### src/rtl/platform_scheduler.sv
// Per-frame platform scheduler: scrolls every slot, then respawns slots that fell off screen.
// Optional horizontal motion of odd slots is enabled with `define PLATFORM_MOVE_EN.
module platform_scheduler #(
  parameter int          N_PLAT    = 8,
  parameter int          H         = 240,
  parameter int          X_MIN     = 80,
  parameter int          X_MAX     = 240,
  parameter int          PLAT_W    = 20,
  parameter int          GAP       = 30,
  parameter logic [15:0] LFSR_SEED = 16'hACE1
) (
  input  logic                  Clk,
  input  logic                  Reset,
  input  logic                  frame_clk,
  input  logic [4:0]            scroll_amt,
  output logic [10*N_PLAT-1:0]  Platform_X_flat,
  output logic [10*N_PLAT-1:0]  Platform_Y_flat,
  output logic                  busy,
  output logic                  frame_done,
  output logic [3:0]            respawn_cnt,
  output logic                  overrun,
  output logic [1:0]            dbg_state
);

  localparam int IDX_W = (N_PLAT > 1) ? $clog2(N_PLAT) : 1;
  localparam logic [IDX_W-1:0] IDX_LAST = IDX_W'(N_PLAT - 1);
  localparam logic [9:0] H_M1    = 10'(H - 1);
  localparam logic [9:0] GAP_L   = 10'(GAP);
  localparam logic [9:0] X_MIN_L = 10'(X_MIN);
  localparam logic [9:0] SPAN_L  = 10'(X_MAX - X_MIN - PLAT_W);
  localparam logic [9:0] MINY_NONE = 10'h3FF;
`ifdef PLATFORM_MOVE_EN
  localparam logic [9:0] X_MAX_L = 10'(X_MAX);
  localparam logic [9:0] PW_L    = 10'(PLAT_W);
`endif

  typedef enum logic [1:0] {
    S_IDLE    = 2'd0,
    S_SCROLL  = 2'd1,
    S_RESPAWN = 2'd2,
    S_DONE    = 2'd3
  } state_e;

  state_e state_q, state_d;

  logic sync1_q, sync2_q, sync3_q, start_q;
  logic [15:0] lfsr_q;

  logic [IDX_W-1:0] idx_q, idx_d;
  logic [9:0]       miny_q, miny_d;
  logic [3:0]       cnt_q, cnt_d;
  logic [4:0]       scroll_q, scroll_d;
  logic [3:0]       rcnt_q, rcnt_d;
  logic [9:0]       px_q [N_PLAT];
  logic [9:0]       px_d [N_PLAT];
  logic [9:0]       py_q [N_PLAT];
  logic [9:0]       py_d [N_PLAT];
`ifdef PLATFORM_MOVE_EN
  logic [N_PLAT-1:0] dir_q, dir_d;
  logic [9:0]        cur_x;
`endif

  logic [9:0] cur_y, scrolled_y, respawn_y, r10, off, respawn_x;

  // frame_clk is asynchronous: two flops for metastability, a third for edge detection.
  always_ff @(posedge Clk or posedge Reset) begin
    if (Reset) begin
      sync1_q <= 1'b0;
      sync2_q <= 1'b0;
      sync3_q <= 1'b0;
      start_q <= 1'b0;
      lfsr_q  <= LFSR_SEED;
    end else begin
      sync1_q <= frame_clk;
      sync2_q <= sync1_q;
      sync3_q <= sync2_q;
      start_q <= sync2_q & ~sync3_q;
      lfsr_q  <= {1'b0, lfsr_q[15:1]} ^ (lfsr_q[0] ? 16'hB400 : 16'h0000);
    end
  end

  always_ff @(posedge Clk or posedge Reset) begin
    if (Reset) state_q <= S_IDLE;
    else       state_q <= state_d;
  end

  always_ff @(posedge Clk or posedge Reset) begin
    if (Reset) begin
      idx_q    <= '0;
      miny_q   <= MINY_NONE;
      cnt_q    <= '0;
      scroll_q <= '0;
      rcnt_q   <= '0;
      for (int i = 0; i < N_PLAT; i++) begin
        px_q[i] <= 10'(X_MIN + 16 * i);
        py_q[i] <= 10'(H - 1 - GAP * i);
      end
`ifdef PLATFORM_MOVE_EN
      dir_q <= '1;
`endif
    end else begin
      idx_q    <= idx_d;
      miny_q   <= miny_d;
      cnt_q    <= cnt_d;
      scroll_q <= scroll_d;
      rcnt_q   <= rcnt_d;
      px_q     <= px_d;
      py_q     <= py_d;
`ifdef PLATFORM_MOVE_EN
      dir_q <= dir_d;
`endif
    end
  end

  // Respawn position: stack GAP above the highest visible platform, fold LFSR byte into the legal span.
  always_comb begin
    cur_y      = py_q[idx_q];
    scrolled_y = cur_y + {5'd0, scroll_q};
    if (miny_q == MINY_NONE)  respawn_y = '0;
    else if (miny_q >= GAP_L) respawn_y = miny_q - GAP_L;
    else                      respawn_y = '0;
    r10       = {2'b00, lfsr_q[7:0]};
    off       = (r10 > SPAN_L) ? (r10 - (SPAN_L + 10'd1)) : r10;
    respawn_x = X_MIN_L + off;
`ifdef PLATFORM_MOVE_EN
    cur_x = px_q[idx_q];
`endif
  end

  always_comb begin
    state_d    = state_q;
    idx_d      = idx_q;
    miny_d     = miny_q;
    cnt_d      = cnt_q;
    scroll_d   = scroll_q;
    rcnt_d     = rcnt_q;
    px_d       = px_q;
    py_d       = py_q;
`ifdef PLATFORM_MOVE_EN
    dir_d      = dir_q;
`endif
    busy       = (state_q != S_IDLE);
    frame_done = 1'b0;
    overrun    = start_q && (state_q != S_IDLE);
    case (state_q)
      S_IDLE: begin
        if (start_q) begin
          scroll_d = scroll_amt;
          idx_d    = '0;
          miny_d   = MINY_NONE;
          cnt_d    = '0;
          state_d  = S_SCROLL;
        end
      end
      S_SCROLL: begin
        py_d[idx_q] = scrolled_y;
        if ((scrolled_y <= H_M1) && (scrolled_y < miny_q)) miny_d = scrolled_y;
`ifdef PLATFORM_MOVE_EN
        // The turn is taken one pixel early so the next step stays inside the playfield.
        if (idx_q[0]) begin
          if (dir_q[idx_q]) begin
            px_d[idx_q] = cur_x + 10'd1;
            if (cur_x + 10'd2 + PW_L >= X_MAX_L) dir_d[idx_q] = 1'b0;
          end else begin
            px_d[idx_q] = cur_x - 10'd1;
            if (cur_x - 10'd2 <= X_MIN_L) dir_d[idx_q] = 1'b1;
          end
        end
`endif
        if (idx_q == IDX_LAST) begin
          idx_d   = '0;
          state_d = S_RESPAWN;
        end else begin
          idx_d = idx_q + 1'b1;
        end
      end
      S_RESPAWN: begin
        if (cur_y > H_M1) begin
          py_d[idx_q] = respawn_y;
          px_d[idx_q] = respawn_x;
          miny_d      = respawn_y;
          cnt_d       = cnt_q + 4'd1;
`ifdef PLATFORM_MOVE_EN
          dir_d[idx_q] = 1'b1;
`endif
        end
        if (idx_q == IDX_LAST) state_d = S_DONE;
        else                   idx_d   = idx_q + 1'b1;
      end
      S_DONE: begin
        frame_done = 1'b1;
        rcnt_d     = cnt_q;
        state_d    = S_IDLE;
      end
      default: state_d = S_IDLE;
    endcase
  end

  always_comb begin
    for (int i = 0; i < N_PLAT; i++) begin
      Platform_X_flat[10*i +: 10] = px_q[i];
      Platform_Y_flat[10*i +: 10] = py_q[i];
    end
  end

  assign respawn_cnt = rcnt_q;
  assign dbg_state   = state_q;

endmodule

### config.mk
export PLATFORM = sky130hd
export DESIGN_NAME = platform_scheduler
export DESIGN_NICKNAME = d
export VERILOG_FILES = /design/src/rtl/platform_scheduler.sv
export SDC_FILE = /design/constraint.sdc
export NUM_CORES = 1
export LEC_CHECK = 0
export BUFFER_PORTS_ARGS = -buffer_cell sky130_fd_sc_hd__buf_4
export CORE_ASPECT_RATIO = 1.75
export CORE_MARGIN = 2
export CORE_UTILIZATION = 45
export DETAILED_ROUTE_END_ITERATION = 10
export GPL_TIMING_DRIVEN = 0
export PLACE_DENSITY = 0.79
export SYNTH_ARGS = -nofsm -noshare
export SYNTH_HDL_FRONTEND = slang
export SYNTH_SLANG_ARGS = --single-unit
### constraint.sdc
create_clock -name Clk -period 17.42 [get_ports Clk]
set_input_delay 3.484 -clock Clk [delete_from_list [all_inputs] [get_ports Clk]]
set_output_delay 3.484 -clock Clk [all_outputs]
set_load 0.01 [all_outputs]
Word-level counts from Yosys, hierarchy flattened. Index checks and enable logic that the tools add are counted.

Add/subtract/negate cells: 6. Bitwise logic cells: 4. Muxes and demuxes: 30. Equality and inequality tests: 11. Reduce and logical (&&, ||, !) cells: 15. Order comparisons: 7.

Operators by type and width (number): $bwmux W80 (3); $pmux W80 S2 (1); $mux W10 (9); $mux W80 (1); $bmux W10 S3 (1); $demux W10 S3 (1); $pmux W10 S3 (1); $mux W16 (1); $xor A15 B16 Y16 (1); $ne A2 B2 Y1 const B (6); $add A10 B5 Y10 (1); $add A7 B10 Y10 const A (1); $eq A10 B10 Y1 const B (1); $ge A10 B5 Y1 const B (1); $gt A10 B8 Y1 const B (1); $le A10 B8 Y1 const B (1); $lt A10 B10 Y1 (1); $sub A10 B5 Y10 const B (1); $mux W3 (3); $pmux W3 S3 (1); $reduce_and A3 Y1 (3); $sub A8 B8 Y9 const B (1); $gt A8 B8 Y1 const B (1); $mux W4 (2); 20 further kinds (29).

Output and inout port bits: 169. Register bits: 208. Word-level logic and storage cells: 100.

Longest topological paths before layout. Gate-level depths: netlist of the first run.

Depth in word-level cells: 9. Gate-level depth with buffers: 22. Depth with buffers taken out: 18.

Least setup slack after synthesis of the first run. Ideal clock, no wire load.

Kind: reg2reg. Start point: reg idx_q[0]. End point: reg miny_q[7]. Path buffers: 4. Path slack: 12667 ps. Arrival: 4670 ps. Stages on the path, launching flop included: 23. Data required time: 17338 ps. Path through: dfrtp_1 > buf_4 > buf_4 > buf_1 > mux4_2 > mux2i_1 > inv_1 > ha_1 > a211oi_1 > o21bai_1 > a21oi_1 > nor2_1 > nand2_1 > xor2_1 > inv_1 > ha_1 > o21ai_0 > a31oi_1 > o21ai_0 > a41oi_2 > buf_4 > nor2_4 > mux2_4.

Longest elaborated chain between the ends: 9. Elaborated cells between the ends (all ways): 14. Those cells by class: add/sub: 1; order compare: 3; eq/ne: 2; mux: 5; bitwise: 1; reduce/logical: 2.

RTL lines: from (decl) (line 49) `logic [IDX_W-1:0] idx_q, idx_d;`; from (signal assigned) (line 102) `idx_q <= idx_d;`; $not A3 Y4 (implied by the code) * (line 117) `cur_y = py_q[idx_q];`; $bmux W10 S3 * (line 117); $mux W10 (implied by the code) * (2 in a row) (line 117); $add A10 B5 Y10 (line 118) `scrolled_y = cur_y + {5'd0, scroll_q};`; $le A10 B8 Y1 / $lt A10 B10 Y1 (equally long branches) (line 157) `if ((scrolled_y <= H_M1) && (scrolled_y < miny_q)) miny_d = scrolled_y;`; $logic_and A1 B1 Y1 (line 157); $ne A2 B2 Y1 (no line); $reduce_and A4 Y1 (no line); to (signal assigned) (line 103) `miny_q <= miny_d;`; to (decl) (line 50) `logic [9:0] miny_q, miny_d;`.

Mark *: on every way between the ends. The rest lies on a longest branch, timed or not. The select of a mux whose other input is x is not followed. A chain may end at the register's enable or synchronous reset.

Final worst setup path of the first run. Ends and elaborated chain as after synthesis.

==> qor.txt, run 1 <==
initial DRC count = 347
Post-synth top cells = mux2_2 (149), dfrtp_1 (134), dfstp_2 (74)
Worst-Margin Slew = 1120 ps
GRT Total Usage = 23.2%
Clock Latency Late Sink = 500 ps
cts hold-fix bufs = 0
sequential-to-total area share from yosys stat = 54.5%
clock sink total = 208
area of the core = 0.0213 mm^2
Worst Hold Margin = 356 ps
max-cap violations = 0
CTS tree = done
Synthesized Nets = 757
Worst VDD drop = 0.0874 mV
largest fanout on the critical path = 10
Yosys top cell by area = dfrtp_1
Clk pin slew, worst setup/hold paths = 70 ps
# fillers = 1762
total wire length = 26.0 mm
Worst EP arrival = 6420 ps
Max Slew Vio Count = 0
WL/cell = 21.8 um
Setup WS post-layout = 11430 ps
Clock Path Buffers = 3
Mapped Avg Cell Area = 13.4 um^2
Die X-Extent = 115 um
Nets = 956
CTS Buf Count = 20
Sum Neg Setup Slack = 0 ps
full die area = 0.0229 mm^2
Ys Warns = 0
synth top area cells = dfrtp_1 (34%), dfstp_2 (20%), mux2_2 (17%), ha_1 (3.1%), mux4_2 (2.8%)
slew margin rel. = 25.5%
DRC viols = 0
Initial Utilization = 45.6%
Placer Congestion = 0.982
area of the multi-input gates = 0.00414 mm^2
CTS resizes = 0
DRT Pass-1 Iters = 4
H-tree Lvls = 1
Tcrit/Tclk final = 34.4%
Layout Area Growth over Synthesis = 24.2%
DRT antenna net count = 0
f_max = 167 MHz
EDFF count, synth = 0
pin count of the biggest net entering global routing = 113
Post-synth top flop = dfrtp_1
Mapped Cells = 724
CP endpoint kind = register
post-CTS setup buffer count = 0
critical path class = reg -> reg
startpoint types = register
Crit path required time = 17850 ps
pre-CTS setup slack = 11420 ps
RSZ-0062 raised after global routing = false
ant diodes = 0
top-area cell type share of the netlist area = 34.5%
path type of the worst min-delay path = reg -> reg
async set or reset register ratio after synthesis = 100%
grt total ovfl = 0
share of layout cells above drive strength 1 = 52.9%
P_leak = 5.85 nW
Boundary Pins = 177
number of synthesized register bits = 208
vias in the first global route = 7226
routed vias = 6656
HPWL Detailed = 18.9 mm
row cnt = 71
number of port buffers = 176
# setup viols final = 0
fin crit period = 5990 ps
vias per inst = 5.58
Final Hold Fails = 0
Non-Filler Instances = 1192
Mapped Area = 0.00973 mm^2
PwrDens = 177 mW/mm^2
initial antenna violation count = 0
placed insts = 1156
count leader, synth = mux2_2
height of the chip = 198 um
register area = 0.00530 mm^2
CTS root buf = clkbuf_16
Post-Route Skew = 10.4 ps
distinct cell type count after synthesis = 73
first-pass GRT wire length = 40.2 mm
status = completed
-- critical path: stages (launching register included) --
cell,delay [ps]
dfrtp_1,460
buf_4,230
buf_4,220
buf_1,720
mux4_2,620
mux2i_1,270
inv_1,80
ha_1,290
a211oi_1,220
o21bai_1,160
a21oi_1,500
nor2_1,80
nand2_1,100
xor2_1,300
inv_1,80
ha_1,200
a211oi_1,200
a31oi_1,110
o21ai_0,210
a41oi_2,200
buf_4,230
nor2_4,130
mux2_4,300
-- cell usage in the layout, fill, tap and decap left out, types with 11 or more instances in the layout --
| master | instances |
|---|---|
| a21oi_1 | 17 |
| buf_4 | 180 |
| clkbuf_16 | 21 |
| dfrtp_1 | 134 |
| dfstp_2 | 74 |
| ha_1 | 24 |
| inv_1 | 30 |
| mux2_2 | 149 |
| mux2_4 | 11 |
| mux2i_1 | 11 |
| mux4_2 | 12 |
| nand2_1 | 38 |
| nor2_1 | 20 |
| o21ai_0 | 15 |
| xnor2_1 | 11 |
| xor2_1 | 11 |
-- cells by family after synthesis --
logic type      Yosys count  share of synthesized area (%)
simple gates            130                           6.91
flops                   208                           54.5
xor+xnor                 22                           1.98
mux                     189                           23.6
compound gates           92                           6.82
buf+inv                  58                           2.97
fa+ha+maj                25                           3.29
-- per-layer routing --
metal / routed length, um / GRT usage, % / vias to the layer above / share of wire, %
met5: 0 / 0 / - / 0
met4: 1220 / 10.8 / 0 / 4.7
met3: 1560 / 5.42 / 69 / 6.0
met2: 14000 / 41.8 / 213 / 54
met1: 9230 / 25.3 / 3375 / 36
li1: - / - / 2999 / -
-- flip-flops by register name, indices dropped and copies added, names as in the netlist --
register / count
start_q: 1
dbg_state: 2
respawn_cnt: 4
cnt_q: 4
sync1_q: 1
sync2_q: 1
idx_q: 3
Platform_X_flat: 80
miny_q: 10
scroll_q: 5
Platform_Y_flat: 80
sync3_q: 1
lfsr_q: 16
-- metrics by stage --
step                      cell area (um^2)  power (W)  utilization (%)
after floorplan                       9730    0.00135                -
after global placement               11400    0.00168             53.3
after detailed placement             11400    0.00169             53.5
after CTS                            12100    0.00215             56.6
after global routing                 12100    0.00228             56.6
final                                12100    0.00214             56.6
-- where the power goes --
group          total (W)  internal [W]  switching (W)
clock           0.000448      0.000263       0.000185
sequential      0.000679      0.000601      0.0000780
combinational    0.00102      0.000420       0.000596
-- cell type report --
type / instances / area share (%)
plain buffers: 26 / 1.40
clock buffers: 27 / 4.79
clock inverters: 9 / 0.808
inverters: 32 / 1.06
multi-input cells: 458 / 34.3
flip-flops and latches: 208 / 43.9
well taps: 255 / 2.64
repair buffers: 177 / 11.2
-- path summary, 6_finish.rpt --
check / startpoint / to / slack (ps) / cells after the start
setup / recovery: idx_q[0]$_DFFE_PP0P_ / miny_q[7]$_DFFE_PP1P_ / 11430 / 22
hold / removal: lfsr_q[12]$_DFF_PP0_ / lfsr_q[11]$_DFF_PP1_ / 360 / 0
setup reg to reg: idx_q[0]$_DFFE_PP0P_ / miny_q[7]$_DFFE_PP1P_ / 11430 / 22
hold reg to reg: lfsr_q[12]$_DFF_PP0_ / lfsr_q[11]$_DFF_PP1_ / 360 / 0
max in group asynchronous: Reset / Platform_Y_flat[24]$_DFFE_PP1P_ / 13300 / 3
min in group asynchronous: Reset / Platform_X_flat[29]$_DFFE_PP0P_ / 3150 / 2
Note: power is estimated with default switching activity, not from simulation.
==> inputs of run 2 (changes only) <==
ABC_AREA = 1   (was not set)
PLACE_DENSITY = 0.81   (was 0.79)
clock period = 4.9 ns   (was 17.42 ns; I/O delays follow)
==> run 2 against run 1 <==
  * Maximum frequency rose by 32%
  * Routed wire length rose by 7.6%
  * Via count rose by 29%
  * Critical endpoint is now miny_q[8]$_DFFE_PP1P_
  * Largest cell class unchanged
  * Largest power group unchanged
  * Highest routed layer unchanged
==> qor.txt, run 2 <==
status = completed
total power = 0.00668 W (+210%)
HP Start = sync1_q$_DFF_PP0_
synth top area cells = dfrtp_1 (34%), dfstp_2 (20%), nand2_1 (17%), o21ai_0 (5.2%), inv_1 (3.7%)
Mapped Cells = 1150 (+59%)
Pint = 0.00392 W (+210%)
area of the core = 0.0216 mm^2 (+1.3%)
register area = 0.00530 mm^2 (unchanged)
commonest non-fill, non-tap cell in the layout = nand2_1
share of layout cells above drive strength 1 = 26.8% (-26 points)
total wire length = 28.0 mm (+7.6%)
GRT Total Usage = 24.4% (+1.3 points)
Clock Path Buffers = 3 (unchanged)
path type of the worst min-delay path = reg -> reg
Final Cell Area = 0.0124 mm^2 (+2.3%)
DRT Pass-1 Iters = 6 (+2)
first-pass GRT wire length = 45.0 mm (+12%)
routed vias = 8585 (+29%)
CTS tree = done
Post-synth top flop = dfrtp_1
crit path cell chain = buf_6, nand3_2, clkinv_1, a221oi_1, nand4_1, ha_1, a21oi_1, o21ai_0, or2_2, nand2_1, inv_1, ha_1, a21oi_1, o21ai_0, nand2_1, nand2_1, nand2_1, nand2_1, nand2_1, nand3_1, o21bai_1, buf_2, nand3_1, nand2_1
Final Hold Fails = 0 (unchanged)
top-area cell type share of the netlist area = 33.8% (-0.63 points)
Crit path required time = 5350 ps (-12500 ps)
startpoint types = register
Nets = 1386 (+45%)
# setup viols final = 0 (unchanged)
P_leak = 6.33 nW (+8.2%)
ant diodes = 0 (unchanged)
PwrDens = 541 mW/mm^2 (+200%)
vias per inst = 5.17 (-7.3%)
grt total ovfl = 0 (unchanged)
Max Slew Vio Count = 0 (unchanged)
most frequent CP cell = nand2_1
row cnt = 71 (unchanged)
DRT antenna net count = 0 (unchanged)
GR Layer Usage met3 = 2.63% (-2.8 points)
HPWL Detailed = 21.4 mm (+13%)
full die area = 0.0233 mm^2 (+1.8%)
Mapped Area = 0.00991 mm^2 (+1.9%)
RR Endpoint = miny_q[8]$_DFFE_PP1P_
Layout Area Growth over Synthesis = 24.7%
count leader, synth = nand2_1
Sum Neg Setup Slack = 0 ps (unchanged)
number of synthesized register bits = 208 (unchanged)
initial DRC count = 676 (+95%)
largest fanout on the critical path = 10 (unchanged)
DRC viols = 0 (unchanged)
Placer Congestion = 0.926 (-5.7%)
area of the multi-input gates = 0.00392 mm^2 (-5.4%)
critical path class = reg -> reg
Boundary Pins = 177 (unchanged)
Initial Utilization = 45.9% (+0.28 points)
Post-synth top cells = nand2_1 (456), dfrtp_1 (134), o21ai_0 (103)
EDFF count, synth = 0 (unchanged)
Synthesized Nets = 1183 (+56%)
async set or reset register ratio after synthesis = 100% (unchanged)
max-cap violations = 0 (unchanged)
distinct cell type count after synthesis = 45 (-38%)
slew margin rel. = 32.7% (+7.2 points)
# fillers = 1880 (+6.7%)
CP endpoint kind = register
Global Route met1 Usage = 27.6% (+2.3 points)
placed instance area = 0.0117 mm^2 (+2.7%)
Worst Hold Path EP = sync2_q$_DFF_PP0_
critical path's slowest cell = dfrtp_1
clock sink total = 208 (unchanged)
Worst VDD drop = 0.373 mV (+330%)
r2r startpoint = idx_q[1]$_DFFE_PP0P_
Gate power share = 42.6% (-4.8 points)
post-CTS setup buffer count = 0 (unchanged)
met2 Usage GRT = 44.4% (+2.6 points)
initial antenna violation count = 0 (unchanged)
Die X-Extent = 116 um (+0.89%)
H-tree Lvls = 1 (unchanged)
Worst-Margin Slew = 1010 ps (-110 ps)
Reg2Reg Depth = 24 (+9.1%)
Mapped Avg Cell Area = 8.61 um^2 (-36%)
CTS Buf Count = 20 (unchanged)
pin count of the biggest net entering global routing = 46 (-59%)
f_max = 221 MHz (+32%)
Clk pin slew, worst setup/hold paths = 70 ps (about the same)
Flop pwr share = 34.4% (+2.7 points)
height of the chip = 200 um (+0.91%)
clock power share = 23.0% (+2.1 points)
Critical Path Max Stage Delay = 530 ps (-190 ps)
WL/cell = 16.9 um (-23%)
RSZ-0062 raised after global routing = false
Post-Route Skew = 27.5 ps (+17.1 ps)
Ys Warns = 0 (unchanged)
Tcrit/Tclk final = 92.3% (+58 points)
CTS root buf = clkbuf_16
Clock Latency Late Sink = 510 ps (about the same)
Yosys top cell by area = dfrtp_1
commonest non-fill, non-tap cells in the layout = nand2_1 (455), buf_4 (186), dfrtp_1 (134)
sequential-to-total area share from yosys stat = 53.5% (-1.0 points)
sw frac = 41.4% (+1.3 points)
reg-to-reg slack, setup = 380 ps (-11060 ps)
hold depth = 0 (unchanged)
Worst EP arrival = 4970 ps (-1450 ps)
vias in the first global route = 8659 (+20%)
number of port buffers = 176 (unchanged)
Net Sw Power = 0.00276 W (+220%)
GRT Max-Usage Layer = met2
fin crit period = 4520 ps (-1460 ps)
run 2: power by group through the flow:
| stage | sequential, W | clock [W] | combinational [W] |
|---|---|---|---|
| after floorplan | 0.00235 | 0 | 0.00181 |
| after global placement | 0.00232 | 0 | 0.00272 |
| after detailed placement | 0.00232 | 0 | 0.00281 |
| after CTS | 0.00230 | 0.00156 | 0.00283 |
| after global routing | 0.00233 | 0.00163 | 0.00317 |
| final | 0.00230 | 0.00154 | 0.00284 |
run 2: final cells by class:
cell class	count	share of cell area (%)
plain buffers	35	1.94
clock buffers	32	4.74
clock inverters	4	0.506
inverters	119	3.73
multi-input cells	788	31.7
flip-flops and latches	208	42.9
well taps	292	2.96
repair buffers	181	11.6
run 2: worst max-delay path by stage:
stage	from	endpoint	depth (start not counted)
2_1_floorplan	Reset	Platform_X_flat[0]$_DFFE_PP0P_	1
3_3_place_gp	Reset	Platform_Y_flat[22]$_DFFE_PP0P_	2
3_5_place_dp	idx_q[1]$_DFFE_PP0P_	miny_q[1]$_DFFE_PP1P_	24
4_1_cts	idx_q[1]$_DFFE_PP0P_	miny_q[1]$_DFFE_PP1P_	24
5_1_grt	idx_q[1]$_DFFE_PP0P_	miny_q[2]$_DFFE_PP1P_	24
6_report	idx_q[1]$_DFFE_PP0P_	miny_q[8]$_DFFE_PP1P_	24
run 2: timing repair:
action | CTS | global route
hold buffers | 0 | 0
setup endpoints to repair | 0 | 2
gates resized for setup | 0 | 1
run 2: kinds of logic after synthesis:
logic type | synth area share, %
buf+inv | 7.03
compound gates | 10.2
xor+xnor | 1.31
mux | 0.455
simple gates | 24.3
fa+ha+maj | 3.23
flops | 53.5
run 2: worst max-delay path, delay by kind of cell, from the launching register on:
kind | cells | cell delay [ps]
AND/OR/NAND/NOR | 12 | 1290
adder cells (fa/ha/maj) | 2 | 690
buffers and inverters | 4 | 700
AO/OA/AOI/OAI | 6 | 1240
flip-flops | 1 | 530
run 2: layer usage:
layer	up-vias	wire, um	part of all wire (%)
li1	4066	-	-
met1	4074	10100	36
met2	352	14900	53
met3	93	1450	5.2
met4	0	1490	5.3
met5	-	0	0
run 2: stage by stage:
step                      setup WS (ps)  hold WS (ps)  cells  util, %
final                               377           359   1659     57.2
after global placement              115           339   1618     53.7
after floorplan                    1280           331   1150        -
after CTS                           440           360   1659     57.2
after detailed placement            469           338   1623     54.2
after global routing               31.3           365   1659     57.2
==> inputs of run 3 (changes only) <==
ABC_AREA = not set   (was 1)
HOLD_SLACK_MARGIN = 0.03   (was not set)
PLACE_DENSITY = 0.79   (was 0.81)
clock period = 5.2 ns   (was 4.9 ns; I/O delays follow)
==> run 3 against run 2 <==
  * Clock skew down 7.4 ps
  * Global-route usage fell by 1.1 points
  * Utilization rose by 0.22 points
  * Sequential power hardly changed
  * Die area is 1.8% lower
  * Routed wire length decreased by 5.9%
  * Clock power is 3% higher
  * Non-clock buffer count down 9
  * Critical path depth shrank 3
  * Sequential cell count did not move
  * Critical path type unchanged
  * Highest routed layer unchanged
==> qor.txt, run 3 (synthesis results as in run 1) <==
status = completed
crit path cell chain = buf_4, buf_6, mux4_2, mux2i_2, inv_1, ha_1, a211oi_2, o21bai_2, a21oi_2, nor2_1, nand2_1, xor2_2, inv_1, ha_1, o21ai_0, a31oi_1, o21ai_0, a41oi_2, buf_4, nor2_4, mux2_4
Final Hold Fails = 0 (unchanged)
critical path's slowest cell = mux4_2
reg-to-reg slack, setup = 320 ps (-60 ps)
Worst-Margin Slew = 1040 ps (+35.6 ps)
largest fanout on the critical path = 19 (+9)
WL/cell = 22.0 um (+30%)
DRT Pass-1 Iters = 4 (-2)
f_max = 205 MHz (-7.3%)
slew margin rel. = 30.5% (-2.2 points)
Final Cell Area = 0.0123 mm^2 (-0.85%)
Tcrit/Tclk final = 93.8% (+1.5 points)
RR Endpoint = miny_q[7]$_DFFE_PP1P_
crit path launch = idx_q[0]$_DFFE_PP0P_
CTS Buf Count = 21 (+5.0%)
DRT antenna net count = 0 (unchanged)
CTS tree = done
placed instance area = 0.0115 mm^2 (-2.0%)
Placer Congestion = 0.962 (+3.9%)
initial DRC count = 354 (-48%)
HPWL Detailed = 19.5 mm (-8.6%)
clock sink total = 208 (unchanged)
initial antenna violation count = 0 (unchanged)
Max Slew Vio Count = 0 (unchanged)
P_leak = 5.91 nW (-6.7%)
routed vias = 6729 (-22%)
total wire length = 26.3 mm (-5.9%)
CTS root buf = clkbuf_16
share of layout cells above drive strength 1 = 54.4% (+28 points)
# setup viols final = 0 (unchanged)
Clk pin slew, worst setup/hold paths = 70 ps (about the same)
H-tree Lvls = 1 (unchanged)
hold depth = 0 (unchanged)
pre-CTS setup slack = -594 ps (-1060 ps)
commonest non-fill, non-tap cells in the layout = buf_4 (181), mux2_2 (149), dfrtp_1 (133)
register area = 0.00530 mm^2 (about the same)
Layout Area Growth over Synthesis = 26.0%
HP Start = lfsr_q[8]$_DFF_PP0_
GRT Total Usage = 23.3% (-1.1 points)
Die X-Extent = 115 um (-0.89%)
pin count of the biggest net entering global routing = 45 (-2.2%)
startpoint types = register
Clock Path Buffers = 3 (unchanged)
CP endpoint kind = register
height of the chip = 198 um (-0.90%)
RSZ-0062 raised after global routing = false
commonest non-fill, non-tap cell in the layout = buf_4
Setup WS post-layout = 321 ps (-56.2 ps)
Crit path required time = 5630 ps (+280 ps)
Boundary Pins = 177 (unchanged)
row cnt = 71 (unchanged)
Post-Route Skew = 20.1 ps (-7.43 ps)
fin crit period = 4880 ps (+356 ps)
full die area = 0.0229 mm^2 (-1.8%)
Reg2Reg Depth = 21 (-13%)
first-pass GRT wire length = 40.9 mm (-9.3%)
vias in the first global route = 7167 (-17%)
# fillers = 1747 (-7.1%)
area of the multi-input gates = 0.00418 mm^2 (+6.8%)
vias per inst = 5.62 (+8.5%)
Critical Path Max Stage Delay = 550 ps (+20 ps)
DRC viols = 0 (unchanged)
ant diodes = 0 (unchanged)
number of port buffers = 176 (unchanged)
path type of the worst min-delay path = reg -> reg
area of the core = 0.0213 mm^2 (-1.2%)
Worst VDD drop = 0.313 mV (-16%)
critical path class = reg -> reg
r2r startpoint = idx_q[0]$_DFFE_PP0P_
Nets = 961 (-31%)
Clock Latency Late Sink = 510 ps (about the same)
Worst Hold Path EP = lfsr_q[7]$_DFF_PP1_
PwrDens = 601 mW/mm^2 (+11%)
grt total ovfl = 0 (unchanged)
Initial Utilization = 45.6% (-0.28 points)
Sum Neg Setup Slack = 0 ps (unchanged)
Worst EP arrival = 5310 ps (+340 ps)
max-cap violations = 0 (unchanged)
## run 3: power breakdown
| part | internal (W) | total [W] | switching, W | leakage (nW) |
|---|---|---|---|---|
| Combinational | 0.00147 | 0.00349 | 0.00203 | 2.96 |
| Clock | 0.000941 | 0.00159 | 0.000653 | 0.354 |
| Sequential | 0.00201 | 0.00228 | 0.000268 | 2.59 |
| Total | 0.00442 | 0.00737 | 0.00295 | 5.91 |
## run 3: worst max-delay path by stage
stage / end / slack, ps / cells past startpoint
after floorplan: miny_q[7]$_DFFE_PP1P_ / 450 / 22
after global placement: miny_q[7]$_DFFE_PP1P_ / -550 / 22
after detailed placement: miny_q[7]$_DFFE_PP1P_ / -590 / 22
after CTS: miny_q[7]$_DFFE_PP1P_ / 30 / 22
after global routing: miny_q[7]$_DFFE_PP1P_ / 100 / 21
final: miny_q[7]$_DFFE_PP1P_ / 320 / 21
## run 3: what timing repair did
item | 4_1_cts | 5_1_grt
pin swaps | 0 | 1
endpoints found under the setup margin | 11 | 10
buffers inserted | 0 | 2
gates resized for setup | 8 | 7
hold buffers | 0 | 0
## run 3: metal layers
metal / wire (um) / global-route usage, % / vias up
met1: 9250 / 26.0 / 3434
met3: 1550 / 4.51 / 60
met5: 0 / 0 / -
met4: 1130 / 10.3 / 0
met2: 14400 / 42.5 / 227
li1: - / - / 3008
## run 3: cell type report
class	instances	share of cell area, %
flip-flops and latches	208	43.3
clock buffers	26	4.69
multi-input cells	458	34.1
clock inverters	12	1.24
well taps	255	2.60
plain buffers	24	1.35
repair buffers	183	11.7
inverters	32	1.01
## run 3: critical path: cells and delay by family (launching register included)
| family | cells | cell delay (ps) |
|---|---|---|
| AO/OA/AOI/OAI | 7 | 1230 |
| AND/OR/NAND/NOR | 3 | 330 |
| flip-flops | 1 | 420 |
| adder cells (fa/ha/maj) | 2 | 580 |
| multiplexers | 3 | 1090 |
| buffers and inverters | 5 | 910 |
| XOR/XNOR | 1 | 240 |
## run 3: metrics by stage
stage                     utilization (%)  hold WS, ps  std cells  total power, W
after floorplan                         -          331        724         0.00452
after global placement               53.3          337       1155         0.00561
after detailed placement             53.8          341       1160         0.00569
after CTS                            57.3          353       1197         0.00733
after global routing                 57.5          362       1198         0.00779
final                                57.5          355       1198         0.00737
